`src/rtl/switch_edge_debounce.sv`:
```
// Per-channel switch debouncer with 2-flop synchroniser and edge-qualified output pulses.
// Optional auto-repeat on held-high channels when SWITCH_REPEAT_EN is defined.
module switch_edge_debounce #(
    parameter int WIDTH           = 4,
    parameter int DEBOUNCE_CYCLES = 50000,
    parameter int EDGE_MODE       = 0,
    parameter int REPEAT_CYCLES   = 25000000
) (
    input  logic             CLK50MHZ,
    input  logic             RST,
    input  logic [WIDTH-1:0] sw_in,
    output logic [WIDTH-1:0] sw_out,
    output logic [WIDTH-1:0] sw_level
);

    localparam int CW = $clog2(DEBOUNCE_CYCLES + 1);
    localparam logic [CW-1:0] CNT_MAX = CW'(DEBOUNCE_CYCLES);

    if (WIDTH < 1 || WIDTH > 32 || DEBOUNCE_CYCLES < 1 || EDGE_MODE < 0 || EDGE_MODE > 2 ||
        REPEAT_CYCLES < 1) begin : g_bad_param
        $error("switch_edge_debounce: illegal parameter value");
    end

    typedef enum logic {
        ST_STABLE,
        ST_SETTLING
    } state_t;

    logic [WIDTH-1:0] r_sync1;
    logic [WIDTH-1:0] r_sync2;
    logic [WIDTH-1:0] r_level;
    logic [WIDTH-1:0] r_out;
    state_t           r_state     [WIDTH];
    state_t           w_state_nxt [WIDTH];
    logic [CW-1:0]    r_cnt       [WIDTH];
    logic [CW-1:0]    w_cnt_nxt   [WIDTH];
    logic [WIDTH-1:0] w_level_nxt;
    logic [WIDTH-1:0] w_edge;
    logic [WIDTH-1:0] w_rep;

    always_ff @(posedge CLK50MHZ) begin
        if (RST) begin
            r_sync1 <= '0;
            r_sync2 <= '0;
            r_level <= '0;
            r_out   <= '0;
            for (int unsigned i = 0; i < WIDTH; i++) begin
                r_state[i] <= ST_STABLE;
                r_cnt[i]   <= '0;
            end
        end else begin
            r_sync1 <= sw_in;
            r_sync2 <= r_sync1;
            r_level <= w_level_nxt;
            r_out   <= w_edge | w_rep;
            for (int unsigned i = 0; i < WIDTH; i++) begin
                r_state[i] <= w_state_nxt[i];
                r_cnt[i]   <= w_cnt_nxt[i];
            end
        end
    end

    always_comb begin
        w_level_nxt = r_level;
        w_edge      = '0;
        for (int unsigned i = 0; i < WIDTH; i++) begin
            w_state_nxt[i] = r_state[i];
            w_cnt_nxt[i]   = r_cnt[i];
            case (r_state[i])
                ST_STABLE: begin
                    if (r_sync2[i] != r_level[i]) begin
                        w_state_nxt[i] = ST_SETTLING;
                        w_cnt_nxt[i]   = CW'(1);
                    end else begin
                        w_cnt_nxt[i] = '0;
                    end
                end
                ST_SETTLING: begin
                    if (r_sync2[i] == r_level[i]) begin
                        w_state_nxt[i] = ST_STABLE;
                        w_cnt_nxt[i]   = '0;
                    end else if (r_cnt[i] == CNT_MAX) begin
                        w_state_nxt[i] = ST_STABLE;
                        w_cnt_nxt[i]   = '0;
                        w_level_nxt[i] = ~r_level[i];
                        // r_level[i] is the old level: 0 means this is a rising change
                        w_edge[i] = (EDGE_MODE == 2) ||
                                    (EDGE_MODE == 0 && !r_level[i]) ||
                                    (EDGE_MODE == 1 && r_level[i]);
                    end else begin
                        w_cnt_nxt[i] = r_cnt[i] + 1'b1;
                    end
                end
                default: begin
                    w_state_nxt[i] = ST_STABLE;
                    w_cnt_nxt[i]   = '0;
                end
            endcase
        end
    end

`ifdef SWITCH_REPEAT_EN
    localparam int RW = (REPEAT_CYCLES > 1) ? $clog2(REPEAT_CYCLES) : 1;
    localparam logic [RW-1:0] REP_MAX = RW'(REPEAT_CYCLES - 1);

    logic [RW-1:0] r_rcnt     [WIDTH];
    logic [RW-1:0] w_rcnt_nxt [WIDTH];

    always_ff @(posedge CLK50MHZ) begin
        if (RST) begin
            for (int unsigned i = 0; i < WIDTH; i++) begin
                r_rcnt[i] <= '0;
            end
        end else begin
            for (int unsigned i = 0; i < WIDTH; i++) begin
                r_rcnt[i] <= w_rcnt_nxt[i];
            end
        end
    end

    // Repeat counter pauses while a held-high channel is settling, clears once the level is low
    always_comb begin
        w_rep = '0;
        for (int unsigned i = 0; i < WIDTH; i++) begin
            w_rcnt_nxt[i] = r_rcnt[i];
            if (!r_level[i]) begin
                w_rcnt_nxt[i] = '0;
            end else if (r_state[i] == ST_STABLE) begin
                if (r_rcnt[i] == REP_MAX) begin
                    w_rcnt_nxt[i] = '0;
                    w_rep[i]      = (EDGE_MODE != 1);
                end else begin
                    w_rcnt_nxt[i] = r_rcnt[i] + 1'b1;
                end
            end
        end
    end
`else
    assign w_rep = '0;
`endif

    assign sw_out   = r_out;
    assign sw_level = r_level;

endmodule

```
`config.mk`:
```
export PLATFORM = sky130hd
export DESIGN_NAME = switch_edge_debounce
export DESIGN_NICKNAME = d
export VERILOG_FILES = /design/src/rtl/switch_edge_debounce.sv
export SDC_FILE = /design/constraint.sdc
export NUM_CORES = 1
export LEC_CHECK = 0
export BUFFER_PORTS_ARGS = -buffer_cell sky130_fd_sc_hd__buf_2
export CAP_MARGIN = 15
export CORE_MARGIN = 2
export CORE_UTILIZATION = 45
export CTS_CLUSTER_SIZE = 28
export DETAILED_ROUTE_END_ITERATION = 10
export SLEW_MARGIN = 20
export SYNTH_ARGS = -nofsm -noshare
export SYNTH_HDL_FRONTEND = slang
export SYNTH_SLANG_ARGS = --single-unit
```
`constraint.sdc`:
```
create_clock -name CLK50MHZ -period 1.5 [get_ports CLK50MHZ]
set_input_delay 0.075 -clock CLK50MHZ [delete_from_list [all_inputs] [get_ports CLK50MHZ]]
set_output_delay 0.075 -clock CLK50MHZ [all_outputs]
set_load 0.02 [all_outputs]
```
==> results of run 1 <==
[layer usage]
metal  up-vias  track usage (%)
li1       1582                -
met1      1422             23.8
met2        31             29.3
met3        12             3.27
met4         0             8.33
met5         -                0
[cell usage after synthesis (2+ instances only)]
cell type,instances
dfxtp_1,84
nor2_1,71
xnor2_1,43
nand3_1,29
inv_1,22
nand4_1,20
nand2_1,16
nor3_1,13
xor2_1,11
nor4_1,10
nor2b_1,9
nor4b_1,9
ha_1,8
a21oi_1,7
and4b_1,5
and2_1,4
and4_1,4
buf_2,4
mux2i_1,4
or3_1,4
a21boi_0,3
and3_1,3
and3b_1,3
clkbuf_1,3
nor4bb_1,3
o21ai_0,3
clkbuf_2,2
nand2b_1,2
o31ai_1,2
or4_1,2
[registers in the layout, summed over array words and instances, names as in the netlist]
| name | cells |
|---|---|
| r_cnt | 64 |
| r_state | 4 |
| r_sync1 | 4 |
| r_sync2 | 4 |
| sw_level | 4 |
| sw_out | 4 |
[how the worst max path moves through the flow]
stage / startpoint / to / slack (ps)
2_1_floorplan: r_cnt[3][2]$_SDFF_PP0_ / r_cnt[3][15]$_SDFF_PP0_ / 10
3_3_place_gp: r_cnt[2][4]$_SDFF_PP0_ / r_cnt[2][0]$_SDFF_PP0_ / -10
3_5_place_dp: r_cnt[2][4]$_SDFF_PP0_ / r_cnt[2][0]$_SDFF_PP0_ / -40
4_1_cts: r_cnt[1][0]$_SDFF_PP0_ / r_cnt[1][14]$_SDFF_PP0_ / 0.4
5_1_grt: r_cnt[2][4]$_SDFF_PP0_ / r_cnt[2][0]$_SDFF_PP0_ / -30
6_report: r_cnt[1][4]$_SDFF_PP0_ / r_cnt[1][14]$_SDFF_PP0_ / 50
[what timing repair did]
item	in CTS	in global routing
pin swaps	1	9
resized for setup	13	51
endpoints found under the hold margin	4	0
setup buffers	0	5
hold buffers	4	0
setup endpoints to repair	13	57
[cell type report]
class                           instances  area share (%)
Clock buffer                           10            2.88
Multi-Input combinational cell        296            42.4
Timing Repair Buffer                   82            13.1
Inverter                               22            1.73
Tap cell                              102            2.67
Sequential cell                        84            36.4
Clock inverter                          6           0.812
[worst reg2reg max path, stage by stage (launching register included)]
cell and delay [ps]:
dfxtp_1 400, nand3_1 130, or3_1 400, or3_1 310
a21oi_1 140
[per-stage QoR]
stage               cell area, um2  setup WS [ps]  power (mW)
global route                  4780          -34.7        3.92
CTS                           4580          0.412        3.82
detailed placement            4320          -35.3        2.36
finish                        4780           51.8        3.75
floorplan                     3690           10.2        2.33
global placement              4320          -14.1        2.35
[cells by family (layout without fill, tap and decap cells)]
kind of cell,count (synthesis),count (layout),share of synthesized area [%]
and+or+nand+nor,214,214,31.7
DFF,84,84,45.7
xor gates and xnor gates,54,54,12.8
buffers and inverters,31,120,3.36
AOI/OAI and AO/OA,16,16,2.62
adders and majority gates,8,8,2.72
muxes,4,4,1.09
[report_power, final]
part / switching [mW] / internal [mW] / total, mW
logic: 0.0259 / 0.0328 / 0.0588
registers: 0.0109 / 2.23 / 2.24
clock network: 0.810 / 0.643 / 1.45
==> summary.txt, run 1 <==
Outcome
  • Run status: finished, final reports clean

Drt
  • Drt drc: 0
  • Routed met3 length: 185 um
  • Met2 WL: 3.44 mm
  • Initial drt markers: 59
  • DR top layer: met4
  • Post-DR vias/cell: 5.06
  • Via Count: about 3000
  • Antenna-violating nets left: 0
  • Wl on met1: 3.68 mm
  • DRT Pass-1 Iters: 4
  • DRT Wirelength: approximately 7.5 mm
  • Wire per inst: 12.4 um

Timing
  • Fin crit share: 96.5%
  • Clk_skew: about 8 ps
  • Unrepaired setup endpoints after global routing: yes
  • Max Slew Vio Count: 0
  • Worst hold slack: between 60 and 70 ps
  • FMAX: 0.691 GHz
  • Setup TNS: 0 ps
  • Setup violations, final: 0
  • Hold Vio Cnt, Final: 0
  • Worst slew margin: around three quarters
  • Worst-Margin Slew: about 390 ps
  • Tmin final: between 1000 and 1500 ps

CTS
  • CTS tree: built
  • Clk sinks: 84
  • Clk_lat worst skew: ~350 ps
  • TritonCTS buffer count: 9
  • H-tree levels: 3
  • Worst-path clk slew: ~90 ps
  • Clock Tree Buf Depth: 2
  • CTS root buffer: clkbuf_8

Floorplanning
  • Die X: about 94 um
  • Die H: 94.5 um
  • Number of cell rows: 32
  • # IOs: 14
  • Initial Util: 46.9%
  • Area of the core: roughly 7800 um2
  • Die area: roughly 9000 um2

Synth
  • Syn_nets: approximately 430
  • Syn_area_per_cell: 8.96 um2
  • Library cells used by synthesis: 38
  • FF+latch count, synth: 84
  • Post-synth top area share: between 40% and 50%
  • Ys Warns: 0
  • Leading area contributor after synthesis: dfxtp_1
  • Register area share after synthesis: a little under half
  • Top cells by area, synth: dfxtp_1, xnor2_1, nor2_1
  • Ys flop type: dfxtp_1
  • Post-Synthesis Cells: approximately 400
  • Post-synth EDFFs: 0
  • Post-Syn Area: roughly 3700 um2
  • Post-synth ARST share: 0%

Placement
  • IO buf count: 13
  • # placed instances: 577
  • GP Congestion: ~0.85
  • Dpl hpwl: 5.33 mm

Flow run
  • Max Cap Viol: 0

Setup path
  • Cell family with most CP delay: simple AND/OR/NAND/NOR gates
  • R2R depth: 4
  • Crit. path cell count: 4
  • Worst setup EP type: register
  • Crit path launch type: register
  • Worst-path fanout max: 4
  • Reg-to-reg slack, setup: just over 50 ps
  • Most frequent CP cell: or3_1
  • CP max stage delay: 400 ps
  • Crit Path Category: register to register
  • R2r startpoint: r_cnt[1][4]$_SDFF_PP0_
  • CP Buf/Inv Count: 0
  • Crit path DAT: 1740 ps
  • Crit path cell chain: nand3_1, or3_1, or3_1, a21oi_1
  • Reg-to-Reg End: r_cnt[1][14]$_SDFF_PP0_
  • Slowest CP cell: dfxtp_1
  • Worst path required time: 1790 ps

Finish
  • FF/Latch Area: between 1500 and 2000 um2
  • Leading cell type in the layout, fill and taps excluded: nor2_1
  • Non-Filler Instances: 602
  • Ant diodes: 0
  • Fin util: between 60% and 70%
  • P&R area growth vs syn: 29.7%
  • Footprint of the multi-input gates: 2030 um2
  • Layout cells sized above 1: 29.6%
  • Fillcell total: around 700
  • Nets: between 500 and 600
  • Most frequent cells in the layout: nor2_1, buf_4, dfxtp_1, xnor2_1, nand3_1

Global routing
  • Largest net degree at the start of global routing: 16
  • GR Overflow Total: 0
  • Initial antenna violation count: 0
  • GRT Util Overall: approximately 18%
  • Vias in the first global route: 2929
  • First-pass GRT wire length: 12.9 mm

Power
  • Pwr Density: between 700 and 800 nW/um2
  • Worst VDD drop: about 0.00048 V
  • Leak Pwr: 1.64 nW

Hold path
  • Hold Crit Start: RST
  • Hold Crit Class: primary input to register
  • Hold worst-path end: sw_level[3]$_SDFFE_PP0P_
  • Hold Crit Depth: 2
Power figures use the tool's default switching activity.
==> run 2: changes to the inputs <==
Settings changed: RECOVER_POWER from default to 100.
==> run 2 against run 1 <==
Via count is essentially flat. Design area is 1.3% lower. Core utilization shrank 0.77 points. Clock power about the same. Highest routed layer unchanged.
==> summary.txt, run 2 (synthesis gave the netlist of run 1 again) <==
Outcome
  • Run status: finished, final reports clean

Power
  • Part of the power in combinational logic: about 1.5%
  • Leak Pwr: 1.59 nW
  • Pwr Density: about 800 nW/um2
  • Psw: between 800 and 900 uW
  • Clock power share: roughly two fifths
  • Cell Int Power: a little under 3 mW
  • Flop pwr share: between 50% and 60%
  • Overall power: roughly 3.8 mW
  • Worst VDD drop: slightly below 0.0005 V
  • Sw Share: 22.6%

Setup path
  • Slowest CP cell: or4_4
  • Worst path required time: approximately 1800 ps
  • Worst-path fanout max: 5
  • R2r startpoint: r_cnt[0][2]$_SDFF_PP0_
  • CP Buf/Inv Count: 0
  • R2R depth: 4
  • Cell family with most CP delay: simple AND/OR/NAND/NOR gates
  • Crit Path Category: register to register
  • Reg-to-Reg End: r_cnt[0][15]$_SDFF_PP0_
  • Crit path cell chain: and4_4, nand3_2, or4_4, a21oi_2
  • Crit path DAT: around 1700 ps
  • Worst setup EP type: register
  • Reg-to-reg slack, setup: roughly 54 ps
  • Crit path launch type: register
  • CP max stage delay: ~530 ps

Global routing
  • Initial antenna violation count: 0
  • Largest net degree at the start of global routing: 16
  • Met2 usage: between 20% and 30%
  • Top Usage Layer GRT: met2
  • Met3 usage: 3.27%
  • GR Overflow Total: 0
  • GRT Util Overall: 18.2%
  • First-pass GRT wire length: between 10 and 15 mm
  • Met1 Track Usage GR: around a quarter
  • Vias in the first global route: slightly below 3000

CTS
  • TritonCTS buffer count: 9
  • Clk_lat worst skew: 350 ps
  • H-tree levels: 3
  • Worst-path clk slew: 80 ps
  • Clk sinks: 84
  • Clock Tree Buf Depth: 2
  • CTS tree: built
  • CTS root buffer: clkbuf_8

Floorplanning
  • Initial Util: between 40% and 50%
  • # IOs: 14
  • Die X: between 90 and 100 um
  • Number of cell rows: 32
  • Die area: around 9000 um2
  • Die H: 94.5 um
  • Area of the core: a little under 8000 um2

Timing
  • Worst-Margin Slew: roughly 390 ps
  • Unrepaired setup endpoints after global routing: yes
  • Final Worst Setup Slack: 53.9 ps
  • FMAX: slightly below 0.7 GHz
  • Max Slew Vio Count: 0
  • Clk_skew: between 7 and 8 ps
  • Tmin final: about 1400 ps
  • Fin crit share: a little over nine tenths
  • Setup violations, final: 0
  • Worst slew margin: about three quarters
  • Hold Vio Cnt, Final: 0

Placement
  • GP Congestion: between 0.8 and 0.9
  • Dpl ws: -35.3 ps
  • Dpl hpwl: roughly 5.3 mm
  • IO buf count: 13
  • # placed instances: around 580

Finish
  • Ant diodes: 0
  • Max reg flops: 64
  • P&R area growth vs syn: 28.1%
  • Non-Filler Instances: between 600 and 700
  • Biggest register: r_cnt
  • Most frequent cells in the layout: nor2_1, dfxtp_1, buf_4, xnor2_1, nand3_1
  • Leading cell type in the layout, fill and taps excluded: nor2_1
  • Layout cells sized above 1: ~27%
  • Nets: 509

Hold path
  • Hold worst-path end: sw_level[3]$_SDFFE_PP0P_
  • Hold Crit Depth: 2
  • Hold Crit Start: RST
  • Hold Crit Class: primary input to register

Drt
  • Initial drt markers: 60
  • Antenna-violating nets left: 0
  • Via Count: between 3000 and 4000
  • Wire per inst: 12.4 um
  • Post-DR vias/cell: slightly above 5
  • DRT Pass-1 Iters: 4
  • Drt drc: 0
  • DRT Wirelength: approximately 7.5 mm

Flow run
  • Max Cap Viol: 0
[run 2: layout make-up]
type,instances,area (um2)
Sequential cell,84,1730
Tap cell,102,128
Clock buffer,10,138
Fill cell,715,3130
Multi-Input combinational cell,296,2020
Inverter,22,82.6
Clock inverter,6,38.8
Timing Repair Buffer,82,582
[run 2: worst max-delay path by stage]
stage	start	to	depth (start not counted)
final	r_cnt[0][2]$_SDFF_PP0_	r_cnt[0][15]$_SDFF_PP0_	4
after global routing	r_cnt[1][0]$_SDFF_PP0_	r_cnt[1][15]$_SDFF_PP0_	7
after CTS	r_cnt[1][0]$_SDFF_PP0_	r_cnt[1][14]$_SDFF_PP0_	5
after detailed placement	r_cnt[2][4]$_SDFF_PP0_	r_cnt[2][0]$_SDFF_PP0_	4
after global placement	r_cnt[2][4]$_SDFF_PP0_	r_cnt[2][0]$_SDFF_PP0_	4
after floorplan	r_cnt[3][2]$_SDFF_PP0_	r_cnt[3][15]$_SDFF_PP0_	5
[run 2: power by group through the flow]
stage	sequential (mW)	clock (mW)	combinational (mW)
2_1_floorplan	2.30	0	0.0300
3_3_place_gp	2.31	0	0.0478
3_5_place_dp	2.31	0	0.0487
4_1_cts	2.25	1.51	0.0576
5_1_grt	2.25	1.61	0.0646
6_report	2.24	1.45	0.0574
[run 2: per-layer routing]
layer  share of wire [%]  up-vias
li1                    -     1582
met1                  50     1419
met2                  46       31
met3                 2.4       12
met4                 2.0        0
met5                   0        -
[run 2: metrics by stage]
stage	setup TNS (ps)	area [um2]	hold WS [ps]	util (%)
2_1_floorplan	0	3690	203	-
3_3_place_gp	-14.2	4320	283	55.0
3_5_place_dp	-145	4320	289	55.0
4_1_cts	0	4580	50.9	58.4
5_1_grt	-447	4720	64.2	60.1
6_report	0	4720	59.2	60.1
[run 2: worst register-to-register path, cell delays in order, from the launching register on]
cell	delay [ps]
dfxtp_2	380
and4_4	250
nand3_2	110
or4_4	530
a21oi_2	120
[run 2: timing repair]
item                                    4_1_cts  5_1_grt
cloned                                        0        0
pin swaps                                     1        9
gates resized for setup                      13       51
endpoints found under the setup margin       13       57
endpoints found under the hold margin         4        0
hold buffers                                  4        0
setup buffers                                 0        5
==> run 3: changes to the inputs <==
--- a/config.mk
+++ b/config.mk
@@ -12,4 +12,5 @@
 export CTS_CLUSTER_SIZE = 28
 export DETAILED_ROUTE_END_ITERATION = 10
+export PLACE_DENSITY_LB_ADDON = 0.3
 export RECOVER_POWER = 100
 export SLEW_MARGIN = 20
==> constraint.sdc (replaced) <==
create_clock -name CLK50MHZ -period 1.5 [get_ports CLK50MHZ]
set_input_delay 0.075 -clock CLK50MHZ [delete_from_list [all_inputs] [get_ports CLK50MHZ]]
set_output_delay 0.075 -clock CLK50MHZ [all_outputs]
set_load 0.005 [all_outputs]
==> run 3 against run 2 <==
Core utilization fell by 0.57 points. Routed wire length decreased by 0.75%. Sequential power hardly changed. Clock skew up 2.3 ps. Global-route usage fell by 0.18 points. Register-to-register slack barely moved. Sequential cell count unchanged. Combinational power down 5.1%. Setup slack worse by 12 ps. Clock-buffer cell count unchanged. Largest cell class unchanged.
==> summary.txt, run 3 (synthesis gave the netlist of run 1 again) <==
Global routing
  • First-pass GRT wire length: 12.6 mm
  • GRT Util Overall: roughly 18%
  • GR Overflow Total: 0
  • Largest net degree at the start of global routing: 21
  • Initial antenna violation count: 0
  • Vias in the first global route: between 2000 and 3000

Floorplanning
  • # IOs: 14
  • Area of the core: slightly below 8000 um2
  • Die X: between 90 and 100 um
  • Initial Util: ~47%
  • Die area: ~8900 um2
  • Die H: 94.5 um
  • Number of cell rows: 32

Drt
  • Wire per inst: 12.5 um
  • Via Count: a little over 3000
  • DRT Wirelength: approximately 7.4 mm
  • Drt drc: 0
  • DRT Pass-1 Iters: 4
  • Antenna-violating nets left: 0
  • Post-DR vias/cell: 5.22
  • Initial drt markers: just under 70

Placement
  • # placed instances: between 500 and 600
  • GP Congestion: between 0.8 and 0.9
  • Dpl hpwl: just over 5 mm
  • IO buf count: 13

Setup path
  • Worst path required time: approximately 1700 ps
  • Crit Path Category: register to register
  • Crit path launch type: register
  • Worst setup EP type: register
  • Crit path DAT: approximately 1700 ps
  • Worst-path fanout max: 5

Flow run
  • Max Cap Viol: 0

Power
  • Overall power: roughly 4.1 mW
  • Leak Pwr: 1.57 nW
  • Worst VDD drop: ~0.00046 V
  • Cell Int Power: 3.25 mW
  • Sw Share: a little over a fifth
  • Flop pwr share: between 50% and 60%
  • Part of the power in combinational logic: between 1 and 1.5%
  • Psw: 858 uW
  • Pwr Density: roughly 880 nW/um2
  • Clock power share: roughly 44%

Timing
  • Fin crit share: around 97%
  • Unrepaired setup endpoints after global routing: yes
  • Setup TNS: 0 ps
  • Hold Vio Cnt, Final: 0
  • Worst hold slack: around 120 ps
  • Worst-Margin Slew: 417 ps
  • Worst slew margin: 71.8%
  • FMAX: a little under 0.7 GHz
  • Tmin final: roughly 1500 ps
  • Clk_skew: a little over 10 ps
  • Max Slew Vio Count: 0
  • Setup violations, final: 0

CTS
  • Worst-path clk slew: roughly 80 ps
  • CTS root buffer: clkbuf_8
  • Clk_lat worst skew: around 360 ps
  • Clk sinks: between 80 and 90
  • TritonCTS buffer count: 9
  • Clock Tree Buf Depth: 2
  • CTS tree: built
  • H-tree levels: 3

Finish
  • Non-Filler Instances: 593
  • Ant diodes: 0
  • Most frequent cells in the layout: nor2_1, dfxtp_1, buf_4, xnor2_1, nand3_1
  • Layout cells sized above 1: 25.9%
  • Nets: 500
  • Leading cell type in the layout, fill and taps excluded: nor2_1
  • Max reg flops: 64
  • P&R area growth vs syn: 26.8%
  • Biggest register: r_cnt

Hold path
  • Hold Crit Class: primary input to register

Outcome
  • Run status: finished, final reports clean
==> run 3: changes by cell type in the layout (fill, tap and decap cells not counted), sizes merged <==
| cell | previous run | this run |
|---|---|---|
| bufinv | 0 | 2 |
| buf | 64 | 62 |
| clkinv | 3 | 2 |
| clkbuf | 24 | 17 |
| clkinvlp | 2 | 1 |
==> run 3: what timing repair did <==
action,in CTS,in global routing
buffers inserted,2,0
pin swaps,1,7
endpoints found under the hold margin,4,0
hold buffers,4,0
endpoints found under the setup margin,5,41
resized for setup,9,38
==> run 3: stage by stage <==
stage               cell area, um2  util, %  worst slack [ps]
floorplan                     3690        -              10.2
global placement              4280     54.6              14.0
detailed placement            4280     54.6             -23.0
CTS                           4580     58.3              4.71
global route                  4670     59.5             -51.1
finish                        4670     59.5              42.2
==> run 3: area by class of cell <==
| class | instances | area (um2) |
|---|---|---|
| multi-input combinational | 296 | 2000 |
| clock inverter | 6 | 86.3 |
| sequential | 84 | 1710 |
| inverter | 22 | 82.6 |
| timing repair buffer | 73 | 527 |
| tap | 102 | 128 |
| fill | 680 | 3180 |
| clock buffer | 10 | 138 |
==> run 3: critical path, stage by stage (launching register included) <==
cell	delay, ps
dfxtp_1	350
clkbuf_2	150
and4bb_2	320
nand4_1	160
and2_0	230
a21boi_0	130
==> run 3: path summary, 6_finish.rpt <==
path                               to  slack (ps)  cells after the start                   start
min reg2reg     r_sync2[0]$_SDFF_PP0_         440                      1   r_sync1[0]$_SDFF_PP0_
max            r_cnt[3][0]$_SDFF_PP0_          40                      5  r_cnt[3][3]$_SDFF_PP0_
max reg2reg    r_cnt[3][0]$_SDFF_PP0_          40                      5  r_cnt[3][3]$_SDFF_PP0_
min          sw_level[3]$_SDFFE_PP0P_         120                      2                     RST
==> run 3: routing by layer <==
metal | global-route usage (%) | vias to the layer above | wire length, um
li1 | - | 1561 | -
met1 | 22.1 | 1485 | 3470
met2 | 29.2 | 37 | 3600
met3 | 5.35 | 12 | 208
met4 | 8.09 | 0 | 144
met5 | 0 | - | 0
==> run 3: power groups by stage <==
stage | sequential, mW | combinational [mW] | clock (mW)
6_report | 2.25 | 0.0545 | 1.81
5_1_grt | 2.25 | 0.0615 | 1.96
4_1_cts | 2.25 | 0.0544 | 1.85
3_5_place_dp | 2.31 | 0.0463 | 0
3_3_place_gp | 2.31 | 0.0454 | 0
2_1_floorplan | 2.30 | 0.0300 | 0
